$ cat config.mk
export PLATFORM = sky130hd
export DESIGN_NAME = vector_instruction_queue_flat
export DESIGN_NICKNAME = d
export VERILOG_FILES = /design/src/rtl/vector_instruction_queue_if.sv /design/src/rtl/vector_instruction_queue.sv /design/src/flat_wrapper.sv
export SDC_FILE = /design/constraint.sdc
export NUM_CORES = 1
export LEC_CHECK = 0
export BUFFER_PORTS_ARGS = -buffer_cell sky130_fd_sc_hd__buf_2
export CAP_MARGIN = 5
export CORE_AREA = 2 2 271 273
export DETAILED_ROUTE_END_ITERATION = 16
export DIE_AREA = 0 0 273 275
export PLACE_DENSITY = 0.66
export SYNTH_ARGS = -nofsm -noshare
export SYNTH_HDL_FRONTEND = slang
export SYNTH_SLANG_ARGS = --single-unit
$ cat constraint.sdc
create_clock -name clk -period 3.5 [get_ports clk]
set_input_delay 0.7 -clock clk [delete_from_list [all_inputs] [get_ports clk]]
set_output_delay 0.7 -clock clk [all_outputs]
set_load 0.02 [all_outputs]
$ cat src/rtl/vector_instruction_queue_if.sv
// Handshake bundle between the scalar vector-issue port and the dispatch stage,
// including the queue's occupancy status.
interface vector_instruction_queue_if #(
  parameter int DATA_FROM_SCALAR = 96,
  parameter int DEPTH            = 8
);
  logic                          push_valid;
  logic [DATA_FROM_SCALAR-1:0]   push_data;
  logic                          push_ready;
  logic                          flush;
  logic [DATA_FROM_SCALAR-1:0]   instruction;
  logic                          valid_fifo;
  logic                          ready;
  logic [$clog2(DEPTH):0]        count;
  logic                          full;
  logic                          empty;

  modport master (
    output push_valid, push_data, flush, ready,
    input  push_ready, instruction, valid_fifo, count, full, empty
  );

  modport slave (
    input  push_valid, push_data, flush, ready,
    output push_ready, instruction, valid_fifo, count, full, empty
  );
endinterface

$ cat src/rtl/vector_instruction_queue.sv
// DEPTH-entry first-word-fall-through FIFO buffering vector instruction packets
// from the scalar core ahead of vector dispatch.
module vector_instruction_queue #(
  parameter int DATA_FROM_SCALAR = 96,
  parameter int DEPTH            = 8
) (
  input logic                      clk,
  input logic                      rst,
  vector_instruction_queue_if.slave q
);
  localparam int PTR_W = $clog2(DEPTH);
  localparam int CNT_W = PTR_W + 1;

  logic [DATA_FROM_SCALAR-1:0] mem [DEPTH];
  logic [PTR_W-1:0]            rd_ptr;
  logic [PTR_W-1:0]            wr_ptr;
  logic [CNT_W-1:0]            count_q;
  logic                        full_w;
  logic                        empty_w;
  logic                        push_fire;
  logic                        pop_fire;

  // Status decodes use registered state only, so push_ready never depends on ready.
  assign full_w    = (count_q == CNT_W'(DEPTH));
  assign empty_w   = (count_q == '0);
  assign push_fire = q.push_valid & ~full_w;
  assign pop_fire  = q.ready & ~empty_w;

  assign q.push_ready  = ~full_w;
  assign q.valid_fifo  = ~empty_w;
  assign q.instruction = empty_w ? '0 : mem[rd_ptr];
  assign q.count       = count_q;
  assign q.full        = full_w;
  assign q.empty       = empty_w;

  always_ff @(posedge clk or negedge rst) begin
    if (!rst) begin
      rd_ptr  <= '0;
      wr_ptr  <= '0;
      count_q <= '0;
      for (int unsigned i = 0; i < DEPTH; i++) begin
        mem[i] <= '0;
      end
    end else if (q.flush) begin
      rd_ptr  <= '0;
      wr_ptr  <= '0;
      count_q <= '0;
    end else begin
      if (push_fire) begin
        mem[wr_ptr] <= q.push_data;
        wr_ptr      <= wr_ptr + PTR_W'(1);
      end
      if (pop_fire) begin
        rd_ptr <= rd_ptr + PTR_W'(1);
      end
      case ({push_fire, pop_fire})
        2'b10:   count_q <= count_q + CNT_W'(1);
        2'b01:   count_q <= count_q - CNT_W'(1);
        default: count_q <= count_q;
      endcase
    end
  end
endmodule
$ cat src/flat_wrapper.sv
// flat-port wrapper written by rule: the top's interface ports become plain ports
module vector_instruction_queue_flat 
#(
  parameter int DATA_FROM_SCALAR = 96,
  parameter int DEPTH            = 8
)
  (clk, rst, q_push_valid, q_push_data, q_flush, q_ready, q_push_ready, q_instruction, q_valid_fifo, q_count, q_full, q_empty);
  vector_instruction_queue_if #(.DATA_FROM_SCALAR(DATA_FROM_SCALAR), .DEPTH(DEPTH)) q_i ();
  input logic clk;
  input logic rst;
  input wire logic [$bits(q_i.push_valid)-1:0] q_push_valid;
  input wire logic [$bits(q_i.push_data)-1:0] q_push_data;
  input wire logic [$bits(q_i.flush)-1:0] q_flush;
  input wire logic [$bits(q_i.ready)-1:0] q_ready;
  output wire logic [$bits(q_i.push_ready)-1:0] q_push_ready;
  output wire logic [$bits(q_i.instruction)-1:0] q_instruction;
  output wire logic [$bits(q_i.valid_fifo)-1:0] q_valid_fifo;
  output wire logic [$bits(q_i.count)-1:0] q_count;
  output wire logic [$bits(q_i.full)-1:0] q_full;
  output wire logic [$bits(q_i.empty)-1:0] q_empty;
  assign q_i.push_valid = q_push_valid;
  assign q_i.push_data = q_push_data;
  assign q_i.flush = q_flush;
  assign q_i.ready = q_ready;
  assign q_push_ready = q_i.push_ready;
  assign q_instruction = q_i.instruction;
  assign q_valid_fifo = q_i.valid_fifo;
  assign q_count = q_i.count;
  assign q_full = q_i.full;
  assign q_empty = q_i.empty;
  vector_instruction_queue #(.DATA_FROM_SCALAR(DATA_FROM_SCALAR), .DEPTH(DEPTH)) u_core (.clk(clk), .rst(rst), .q(q_i));
endmodule
Word level (Yosys, flattened, before mapping)
Index checks and enable logic that the tools add are counted. Widths: inputs -> output; s select.

Add/sub/neg operators: 4. Magnitude comparators: 3. Equality and inequality tests: 3. Mux-type cells: 13. Bitwise operators: 7. Reductions and logical operators: 6.

Operators with widths (count): $bwmux 768 (1); $mux 96 (4); $bmux 96 s3 (1); $demux 96 s3 (1); $mux 3 (4); $ge 4x4->1 const B (2); $not 3->4 (2); $pmux 4 s2 (1); $add 3x1->3 const B (2); $add 4x1->4 const B (1); $eq 4x4->1 const B (1); $logic_not 4->1 (1); $lt 4x1->1 const B (1); $mux 4 (1); $reduce_bool 2->1 (2); $sub 4x1->4 const B (1); $not 1->1 (3); $reduce_bool 3->1 (1); $and 1x1->1 (2); $eq 2x1->1 const B (1); $eq 2x2->1 const B (1); $reduce_and 2->1 (1); $logic_and 1x1->1 (1).

Register bits after elaboration: 778. Bits of input ports: 101. Output and inout port bits: 104. Logic and storage cells: 47.

Depth between registers and ports, before layout
Gate-level depths: netlist of run 1.

Word-level depth: 6. Mapped depth: 10. Gate-level depth less buffers: 8.

Worst setup path before layout of run 1
Ideal clock, no wire load.

Kind: reg2out. Start: reg u_core.count_q[1] (netlist: u_core.q.count[1]). End: out q_instruction[56]. Arrival time: 2182 ps. Required time: 2800 ps. Slack: 618 ps. Stages on the path, launching flop included: 8. Path buffers: 3. Path through: dfrtp_1 -> buf_2 -> or3_1 -> or2_2 -> inv_2 -> clkbuf_1 -> buf_1 -> nor2_1.

Longest elaborated chain between the ends: 2.

RTL lines: from (decl) (RTL line vector_instruction_queue.sv:17) `logic [CNT_W-1:0] count_q;`; from (signal assigned) (RTL line vector_instruction_queue.sv:57) `2'b10: count_q <= count_q + CNT_W'(1);`; from (signal assigned) (RTL line vector_instruction_queue.sv:58) `2'b01: count_q <= count_q - CNT_W'(1);`; from (signal assigned) (RTL line vector_instruction_queue.sv:59) `default: count_q <= count_q;`; $logic_not 4->1 (RTL line vector_instruction_queue.sv:25) `assign empty_w = (count_q == '0);`; $mux 96 (RTL line vector_instruction_queue.sv:31) `assign q.instruction = empty_w ? '0 : mem[rd_ptr];`; to (decl) (RTL line flat_wrapper.sv:16) `output wire logic [$bits(q_i.instruction)-1:0] q_instruction;`.

No other way between the ends.

Final worst setup path of run 1
Start: reg u_core.count_q[1] (netlist: u_core.q.count[1]). End: out q_instruction[0].

The elaborated chain is that of the path after synthesis.

==> results of run 1 <==
==> per-stage QoR <==
| stage | cells | setup slack [ns] | area (sq um) | hold slack, ns |
|---|---|---|---|---|
| 6_report | 3378 | 0.0950 | 40400 | 0.0925 |
| 5_1_grt | 3377 | -0.00603 | 40400 | 0.118 |
| 4_1_cts | 3373 | 0.0277 | 40300 | 0.0784 |
| 3_5_place_dp | 3225 | 0.557 | 37500 | 0.469 |
| 3_3_place_gp | 3225 | 0.570 | 37500 | 0.462 |
| 2_1_floorplan | 2150 | 0.618 | 35000 | 0.404 |
==> what timing repair did <==
action,in CTS,in global routing
endpoints found under the setup margin,46,25
cloned,1,0
resized for setup,5,8
buffers inserted,0,0
==> logic make-up after synthesis <==
group / synth area share
xor+xnor: 0.00150
compound gates: 0.00254
simple gates: 0.0177
buf+inv: 0.0226
fa+ha+maj: 0.00143
mux: 0.398
flops: 0.556
==> cells in the final DEF, fill, tap and decap left out, types with 2 or more instances in the layout <==
cell | synthesis | final
and4b_1 | 2 | 2
nand2b_1 | 3 | 3
bufinv_16 | 0 | 5
buf_4 | 24 | 21
nor3_1 | 2 | 2
ha_1 | 4 | 4
mux2_1 | 80 | 80
mux2i_1 | 98 | 95
nand3b_1 | 2 | 2
dfrtp_1 | 778 | 774
nor2_1 | 105 | 105
clkbuf_8 | 0 | 20
buf_2 | 51 | 203
nor2b_1 | 2 | 2
clkbuf_16 | 0 | 87
clkbuf_1 | 38 | 24
or3_1 | 2 | 2
dfrtp_4 | 0 | 3
diode_2 | 0 | 5
nor3b_4 | 0 | 2
nand3_1 | 3 | 2
o21ai_0 | 2 | 2
nand2_1 | 8 | 7
buf_12 | 0 | 38
xor2_1 | 5 | 5
buf_16 | 0 | 6
a21oi_1 | 3 | 3
or4b_1 | 2 | 2
mux2_2 | 688 | 688
mux2i_2 | 0 | 2
mux4_2 | 192 | 192
clkinv_2 | 0 | 9
==> worst paths after layout <==
| kind | endpoint | from |
|---|---|---|
| setup / recovery | q_instruction[0] | u_core.q.count[1]$_DFFE_PN0P_ |
| hold / removal | u_core.mem[207]$_DFFE_PN0P_ | rst |
| setup reg to reg | u_core.mem[682]$_DFFE_PN0P_ | u_core.q.count[0]$_DFFE_PN0P_ |
| hold reg to reg | u_core.mem[568]$_DFFE_PN0P_ | u_core.mem[568]$_DFFE_PN0P_ |
| max in group asynchronous | u_core.mem[720]$_DFFE_PN0P_ | rst |
| min in group clk | u_core.rd_ptr[1]$_DFFE_PN0P_ | q_flush |
==> where the power goes <==
group	switching, W	internal, W
logic	0.00574	0.00537
clock network	0.00350	0.00533
registers	0.00124	0.0113
==> flip-flops by register name, indices dropped and copies added (netlist names) <==
| register | cells |
|---|---|
| u_core.mem | 768 |
| u_core.wr_ptr | 3 |
| u_core.rd_ptr | 3 |
| u_core.q.count | 4 |
==> per-layer routing <==
metal  GRT usage  vias to the layer above  share of wire
met4      0.0679                       16          0.021
met5           0                        -         0.0013
li1            -                     8416              -
met2       0.381                      331           0.51
met3      0.0407                      130          0.041
met1       0.297                    10569           0.43
==> cell type report <==
cell class / instances / area [sq um]
inverter: 2 / 15.0
multi-input combinational: 1218 / 14800
clock inverter: 16 / 213
fill: 5766 / 31900
clock buffer: 131 / 2540
timing repair buffer: 269 / 2110
tap: 959 / 1200
sequential: 778 / 19500
antenna: 5 / 12.5
==> cells in the mapped netlist, types with 3 or more instances <==
cell type	count	share of area
nand2b_1	3	0.00054
mux2_1	80	0.026
buf_2	51	0.0073
xor2_1	5	0.0013
mux4_2	192	0.12
ha_1	4	0.0014
a21oi_1	3	0.00043
mux2i_1	98	0.028
buf_6	8	0.0026
nor2_1	105	0.011
mux2_2	688	0.22
dfrtp_1	778	0.56
nand2_1	8	0.00086
buf_4	24	0.0051
clkbuf_1	38	0.0041
nand3_1	3	0.00043
buf_1	31	0.0033
==> results.cfg, run 1 <==
[grt]
antenna_found_initial = 15
grtUsageTotal = 0.225
grt_pass1_wl_um = 129000
overflow = 0
grt_max_degree = 109
grt_pass1_vias = 21669

[timing]
hold_viol_final = 0
fin_crit_ns = 3.40
period_share = 0.973
slew_headroom = 0.557
drv_slew = 0
fmax_mhz = 294
finalSetupViolations = 0
finClkSkew_ns = 0.0184
fin_setup_tns_ns = 0
tightest_slew_ns = 0.665
rsz0062_at_grt = yes

[logic_synthesis]
syn_area_per_cell_sq_um = 16.3
ys_types = 39
synthFlopType = dfrtp_1
ys_ff_latch = 778
ys_warn_count = 0
async_flop_share = 1.00
netlist_area_sq_mm = 0.0350
synth_cells = 2150
ys_seq_area_frac = 0.556
synth-edff-count = 0
syn_nets = 2255

[worst_setup_path]
ff2ff_path_depth = 7
cp.arrival_ns = 2.70
cp.depth = 6
crit_type = reg -> out
endpoint_kind = primary output
crit_family = simple AND/OR/NAND/NOR gates
path_cells = or3_1, or2_2, inv_8, buf_16, nor2_1, buf_2
start_kind = register
cp_slowest_stage_delay_ns = 0.48
rrSetupSlack_ns = 0.59
timing.critical_path.buf_inv = 3
cp.required_ns = 2.80
slowest_stage = dfrtp_2
cp_max_fo = 34

[layout]
syn2layout_area_growth_pct = 15.3
drive_gt1_frac = 0.534
fin_util = 0.558
layout.nets = 2457

[floorplanning]
io_pins = 205
fp-row-count = 99
die_area_sq_mm = 0.0751
coreArea_sq_mm = 0.0723
initial_utilization = 0.484
die_y_um = 275
die-width_um = 273

[routing]
first_iter_violations = 1041
firstDrtPassIters = 5
detail-route-antenna-nets = 0
wire_per_inst_um = 24.3
routed_wl_um = 82200
drc = 0
vias = 19462
vias_per_cell = 5.76

[placed_design]
hpwl_um = 47700
place_congestion = 0.752
io_buffers = 204

[clocking]
path_clk_slew_ns = 0.06
cts_buffer_depth = 3
insertion_delay_ns = 0.62
cts_tree = yes
ctsHoldBuffers = 0
htree_levels = 3
cts-root-buf = clkbuf_16
numCtsBuffers = 83
cts_sinks = 778

[power_and_ir_drop]
total_leakage_power_nw = 18.7
finalPower_w = 0.0325
ir_worst_vdd_mv = 0.473
p_per_area_mw_per_mm2 = 805

[outcome]
status = finished, final reports clean

[min_path]
hold_class = in -> async

[job]
max_cap_viol_count = 0
(Power assumes the default switching activity.)
==> run 2: changes to the inputs <==
--- a/config.mk
+++ b/config.mk
@@ -7,10 +7,11 @@
 export LEC_CHECK = 0
 export BUFFER_PORTS_ARGS = -buffer_cell sky130_fd_sc_hd__buf_2
 export CAP_MARGIN = 5
-export CORE_AREA = 2 2 271 273
+export CORE_AREA = 2 2 229 322
 export DETAILED_ROUTE_END_ITERATION = 16
-export DIE_AREA = 0 0 273 275
+export DIE_AREA = 0 0 231 324
 export PLACE_DENSITY = 0.66
+export REMOVE_ABC_BUFFERS = 1
 export SYNTH_ARGS = -nofsm -noshare
 export SYNTH_HDL_FRONTEND = slang
 export SYNTH_SLANG_ARGS = --single-unit
==> run 2 against run 1 <==
Sequential power about the same. Sequential cell count unchanged. Maximum frequency about the same. Sequential share of layout area up 0.18 points. Non-clock buffer count up 12. Utilization about the same. Hold slack worse by 0.017 ns. Wire length up 0.38%. Critical path type unchanged. Critical endpoint is now q_instruction[55]. Largest power group unchanged. Highest routed layer unchanged.
==> results.cfg, run 2 (same netlist as run 1, synthesis figures left out) <==
[routing]
drc = 0
vias_per_cell = 5.76
wire_per_inst_um = 24.4
routed_wl_um = 82600
vias = 19468
firstDrtPassIters = 5
detail-route-antenna-nets = 0
first_iter_violations = 941

[timing]
tightest_slew_ns = 0.925
rsz0062_at_grt = no
fin_ws_ns = 0.0956
drv_slew = 0
finClkSkew_ns = 0.0177
hold_viol_final = 0
period_share = 0.973
finalSetupViolations = 0
fmax_mhz = 294
slew_headroom = 0.383
fin_crit_ns = 3.40

[layout]
mostFrequentLayoutCells = dfrtp_1, mux2_2, buf_2
layout_commonest_cell = dfrtp_1
top_register = u_core.mem
syn2layout_area_growth_pct = 14.9
fin_util = 0.559
fin_area_sq_mm = 0.0402
final_cells = 3379
layout.nets = 2464
drive_gt1_frac = 0.536
largest_reg_flops = 768

[job]
max_cap_viol_count = 0

[floorplanning]
die-width_um = 231
fp-row-count = 117
die_y_um = 324
io_pins = 205
die_area_sq_mm = 0.0748
coreArea_sq_mm = 0.0720
initial_utilization = 0.486

[clocking]
cts_buffer_depth = 3
path_clk_slew_ns = 0.06
ctsHoldBuffers = 0
cts_sinks = 778
cts-root-buf = clkbuf_16
insertion_delay_ns = 0.63
cts_tree = yes
numCtsBuffers = 78
htree_levels = 3

[worst_setup_path]
cp.arrival_ns = 2.70
start_kind = register
slowest_stage = dfrtp_1
endpoint_kind = primary output
cp_slowest_stage_delay_ns = 0.48
path_cells = or3_1, or2_2, inv_6, buf_12, nor2_1, buf_2
cp_max_fo = 26
cp.required_ns = 2.80
crit_type = reg -> out
ff2ff_path_depth = 6

[placed_design]
io_buffers = 204
place_ws_ns = 0.553
hpwl_um = 49400
place_inst = 3228
place_congestion = 0.748
dpl_cell_area_sq_mm = 0.0376

[power_and_ir_drop]
total_leakage_power_nw = 18.6
ir_worst_vdd_mv = 0.624
p_per_area_mw_per_mm2 = 793

[grt]
antenna_found_initial = 17
grt_pass1_vias = 22144
grt_max_degree = 90
overflow = 0
grt_pass1_wl_um = 129000
grtUsageTotal = 0.227

[min_path]
hold_class = in -> async

[outcome]
status = finished, final reports clean
run 2: cell count changes in the layout (fill, tap and decap cells not counted), moves of 5 or more:
cell	before	now
clkinv_2	9	18
clkbuf_1	24	19
clkbuf_16	87	82
buf_12	38	44
buf_4	21	30
buf_16	6	0
run 2: routing by layer:
metal / global-route usage / up-vias / part of all wire
met5: 0 / - / 0.0013
met3: 0.0397 / 149 / 0.040
met1: 0.278 / 10542 / 0.41
li1: - / 8409 / -
met4: 0.0743 / 18 / 0.026
met2: 0.405 / 350 / 0.52
run 2: repair_timing:
action,4_1_cts,5_1_grt
setup buffers,3,0
endpoints found under the setup margin,61,0
resized for setup,4,0
run 2: final cells by class:
type                       count  area [sq um]
antenna                        6          15.0
clock buffer                 118          2360
clock inverter                24           214
fill                        5784         31800
inverter                       2          12.5
multi-input combinational   1218         14800
sequential                   778         19500
tap                          952          1190
timing repair buffer         281          2180
run 2: worst max-delay path, delay by kind of cell, from the launching register on:
kind	cells	cell delay [ns]
buffers and inverters	3	0.59
flip-flops	1	0.48
AND/OR/NAND/NOR	3	0.93
run 2: metrics by stage:
step / setup TNS (ns) / hold WS [ns] / total power (W)
3_3_place_gp: 0 / 0.461 / 0.0234
5_1_grt: 0 / 0.147 / 0.0336
4_1_cts: 0 / 0.110 / 0.0324
2_1_floorplan: -1628.13 / 0.404 / 0.0195
3_5_place_dp: 0 / 0.470 / 0.0238
6_report: 0 / 0.0750 / 0.0319
run 2: report_power, final:
part,switching [W],internal [W]
clock network,0.00350,0.00488
registers,0.00119,0.0113
logic,0.00568,0.00532
run 2: worst paths after layout:
kind	start	endpoint	slack [ns]
max	u_core.q.count[1]$_DFFE_PN0P_	q_instruction[55]	0.1
min	rst	u_core.mem[489]$_DFFE_PN0P_	0.08
max reg2reg	u_core.q.count[1]$_DFFE_PN0P_	u_core.mem[533]$_DFFE_PN0P_	0.58
min reg2reg	u_core.mem[544]$_DFFE_PN0P_	u_core.mem[544]$_DFFE_PN0P_	0.48
max in group asynchronous	rst	u_core.mem[654]$_DFFE_PN0P_	2.29
min in group clk	q_push_data[72]	u_core.mem[552]$_DFFE_PN0P_	0.39
==> run 3: changes to the inputs <==
--- a/config.mk
+++ b/config.mk
@@ -10,8 +10,9 @@
 export CORE_AREA = 2 2 229 322
 export DETAILED_ROUTE_END_ITERATION = 16
 export DIE_AREA = 0 0 231 324
-export PLACE_DENSITY = 0.66
+export PLACE_DENSITY = 0.69
 export REMOVE_ABC_BUFFERS = 1
+export SETUP_SLACK_MARGIN = 0.3
 export SYNTH_ARGS = -nofsm -noshare
 export SYNTH_HDL_FRONTEND = slang
 export SYNTH_SLANG_ARGS = --single-unit
==> constraint.sdc (replaced) <==
create_clock -name clk -period 3.1 [get_ports clk]
set_input_delay 0.62 -clock clk [delete_from_list [all_inputs] [get_ports clk]]
set_output_delay 0.62 -clock clk [all_outputs]
set_load 0.02 [all_outputs]
==> run 3 against run 2 <==
The flow now finishes with violations (hold timing, setup timing). Wire length up 7.4%. Total power is 25% higher. Sequential cell count is the same. Clock skew is essentially flat. Global-route usage grew 1.7 points. Non-clock buffer count increased by 108. Register-to-register slack got worse by 0.15 ns. Combinational power up 51%. Critical path depth up 2. Sequential power is 14% higher. Critical endpoint is now q_instruction[2]. Largest cell class unchanged. Largest power group is now combinational cells. Highest routed layer unchanged.
==> results.cfg, run 3 (same netlist as run 1, synthesis figures left out) <==
[outcome]
status = finished, violations left
violations = hold timing, setup timing

[layout]
multi_input_area_sq_mm = 0.0152
layout_commonest_cell = dfrtp_1
mostFrequentLayoutCells = dfrtp_1, mux2_2, mux4_2
top_register = u_core.mem
regArea_sq_mm = 0.0195
layout.nets = 2572
fillers = 5459
fin_util = 0.590
drive_gt1_frac = 0.579
largest_reg_flops = 768
syn2layout_area_growth_pct = 21.3

[clocking]
cts_sinks = 778
ctsHoldBuffers = 0
cts_buffer_depth = 3
path_clk_slew_ns = 0.06
cts_tree = yes
htree_levels = 3
numCtsBuffers = 77
insertion_delay_ns = 0.63
cts-root-buf = clkbuf_16

[timing]
hold_viol_final = 5
finalSetupViolations = 41
drv_slew = 0
tightest_slew_ns = 0.787
whs_ns = -0.0246
finClkSkew_ns = 0.0173
fin_ws_ns = -0.0603
slew_headroom = 0.476
fin_crit_ns = 3.16
fmax_mhz = 316
rsz0062_at_grt = yes
period_share = 1.02

[placed_design]
place_congestion = 0.781
io_buffers = 204
hpwl_um = 55400

[worst_setup_path]
crit_type = reg -> out
worst_path_most_repeated_cell = buf_12
cp-startpoint = u_core.rd_ptr[0]$_DFFE_PN0P_
crit_family = buffers and inverters
endpoint_kind = primary output
cp_max_fo = 6
slowest_stage = dfrtp_4
rrSetupSlack_ns = 0.43
start_kind = register
cp_slowest_stage_delay_ns = 0.50
ff2ff_path_depth = 9
r2r-start = u_core.q.count[1]$_DFFE_PN0P_
cp.required_ns = 2.48
timing.critical_path.buf_inv = 5
critPathCapture = q_instruction[2]
cp.arrival_ns = 2.54
cp.depth = 8
r2r-end = u_core.q.count[3]$_DFFE_PN0P_
path_cells = buf_12, buf_12, buf_6, buf_16, mux4_2, mux2i_2, nor2_1, buf_4

[floorplanning]
initial_utilization = 0.486
coreArea_sq_mm = 0.0720
fp-row-count = 117
die_area_sq_mm = 0.0748
die_y_um = 324
die-width_um = 231
io_pins = 205

[min_path]
hold_class = in -> async

[power_and_ir_drop]
p_per_area_mw_per_mm2 = 937
total_leakage_power_nw = 19.6
finalPower_w = 0.0398
ir_worst_vdd_mv = 0.506

[routing]
vias = 20245
vias_per_cell = 5.82
first_iter_violations = 1006
firstDrtPassIters = 7
wire_per_inst_um = 25.5
detail-route-antenna-nets = 0
routed_wl_um = 88700
drc = 0

[job]
max_cap_viol_count = 0

[grt]
grt_pass1_vias = 22743
antenna_found_initial = 14
grt_pass1_wl_um = 138000
grtUsageTotal = 0.243
overflow = 0
grt_max_degree = 93
==> run 3: final cells by class <==
type / count / share of cell area
inverter: 2 / 0.000471
tap: 952 / 0.0280
timing repair buffer: 389 / 0.0990
clock inverter: 23 / 0.00471
timing repair inverter: 1 / 0.000383
antenna: 4 / 0.000236
clock buffer: 110 / 0.0516
sequential: 778 / 0.458
multi-input combinational: 1218 / 0.357
==> run 3: metrics by stage <==
| stage | TNS [ns] | worst slack, ns | area (sq um) | instances |
|---|---|---|---|---|
| global route | -6.64 | -0.150 | 42500 | 3476 |
| detailed placement | 0 | 0.321 | 38200 | 3274 |
| CTS | -3.89 | -0.105 | 42000 | 3463 |
| finish | -1.17 | -0.0603 | 42500 | 3477 |
| global placement | 0 | 0.340 | 38200 | 3274 |
| floorplan | -1967.25 | -6.06 | 34200 | 1998 |
==> run 3: layer usage <==
metal	global-route usage	part of all wire	up-vias	wire (um)
li1	-	-	8672	-
met1	0.302	0.41	11042	36100
met2	0.439	0.53	382	47400
met3	0.0325	0.032	141	2850
met4	0.0809	0.026	8	2280
met5	0	0.00063	-	56
==> run 3: report_power, final <==
part	switching, W	internal, W
Sequential	0.00136	0.0128
Combinational	0.00780	0.00883
Clock	0.00393	0.00509
==> run 3: timing repair <==
action                                  4_1_cts  5_1_grt
endpoints found under the setup margin       97      131
buffers inserted                             35        6
gates resized for setup                     151       72
pin swaps                                    10        8
gates cloned                                 21        4
==> run 3: worst register-to-register path: cells and delay by family (launching register included) <==
kind | cells | cell delay, ns
simple gates | 3 | 1.12
mux | 1 | 0.09
buf+inv | 2 | 0.28
flops | 1 | 0.40
fa+ha+maj | 1 | 0.30
compound gates | 2 | 0.36
==> run 3: how the worst min path moves through the flow <==
| stage | from | slack [ns] | endpoint |
|---|---|---|---|
| floorplan | rst | 0.32 | u_core.mem[0]$_DFFE_PN0P_ |
| global placement | u_core.mem[552]$_DFFE_PN0P_ | 0.46 | u_core.mem[552]$_DFFE_PN0P_ |
| detailed placement | u_core.mem[549]$_DFFE_PN0P_ | 0.47 | u_core.mem[549]$_DFFE_PN0P_ |
| CTS | rst | 0.01 | u_core.mem[612]$_DFFE_PN0P_ |
| global route | rst | 0.02 | u_core.mem[612]$_DFFE_PN0P_ |
| finish | rst | -0.02 | u_core.mem[612]$_DFFE_PN0P_ |
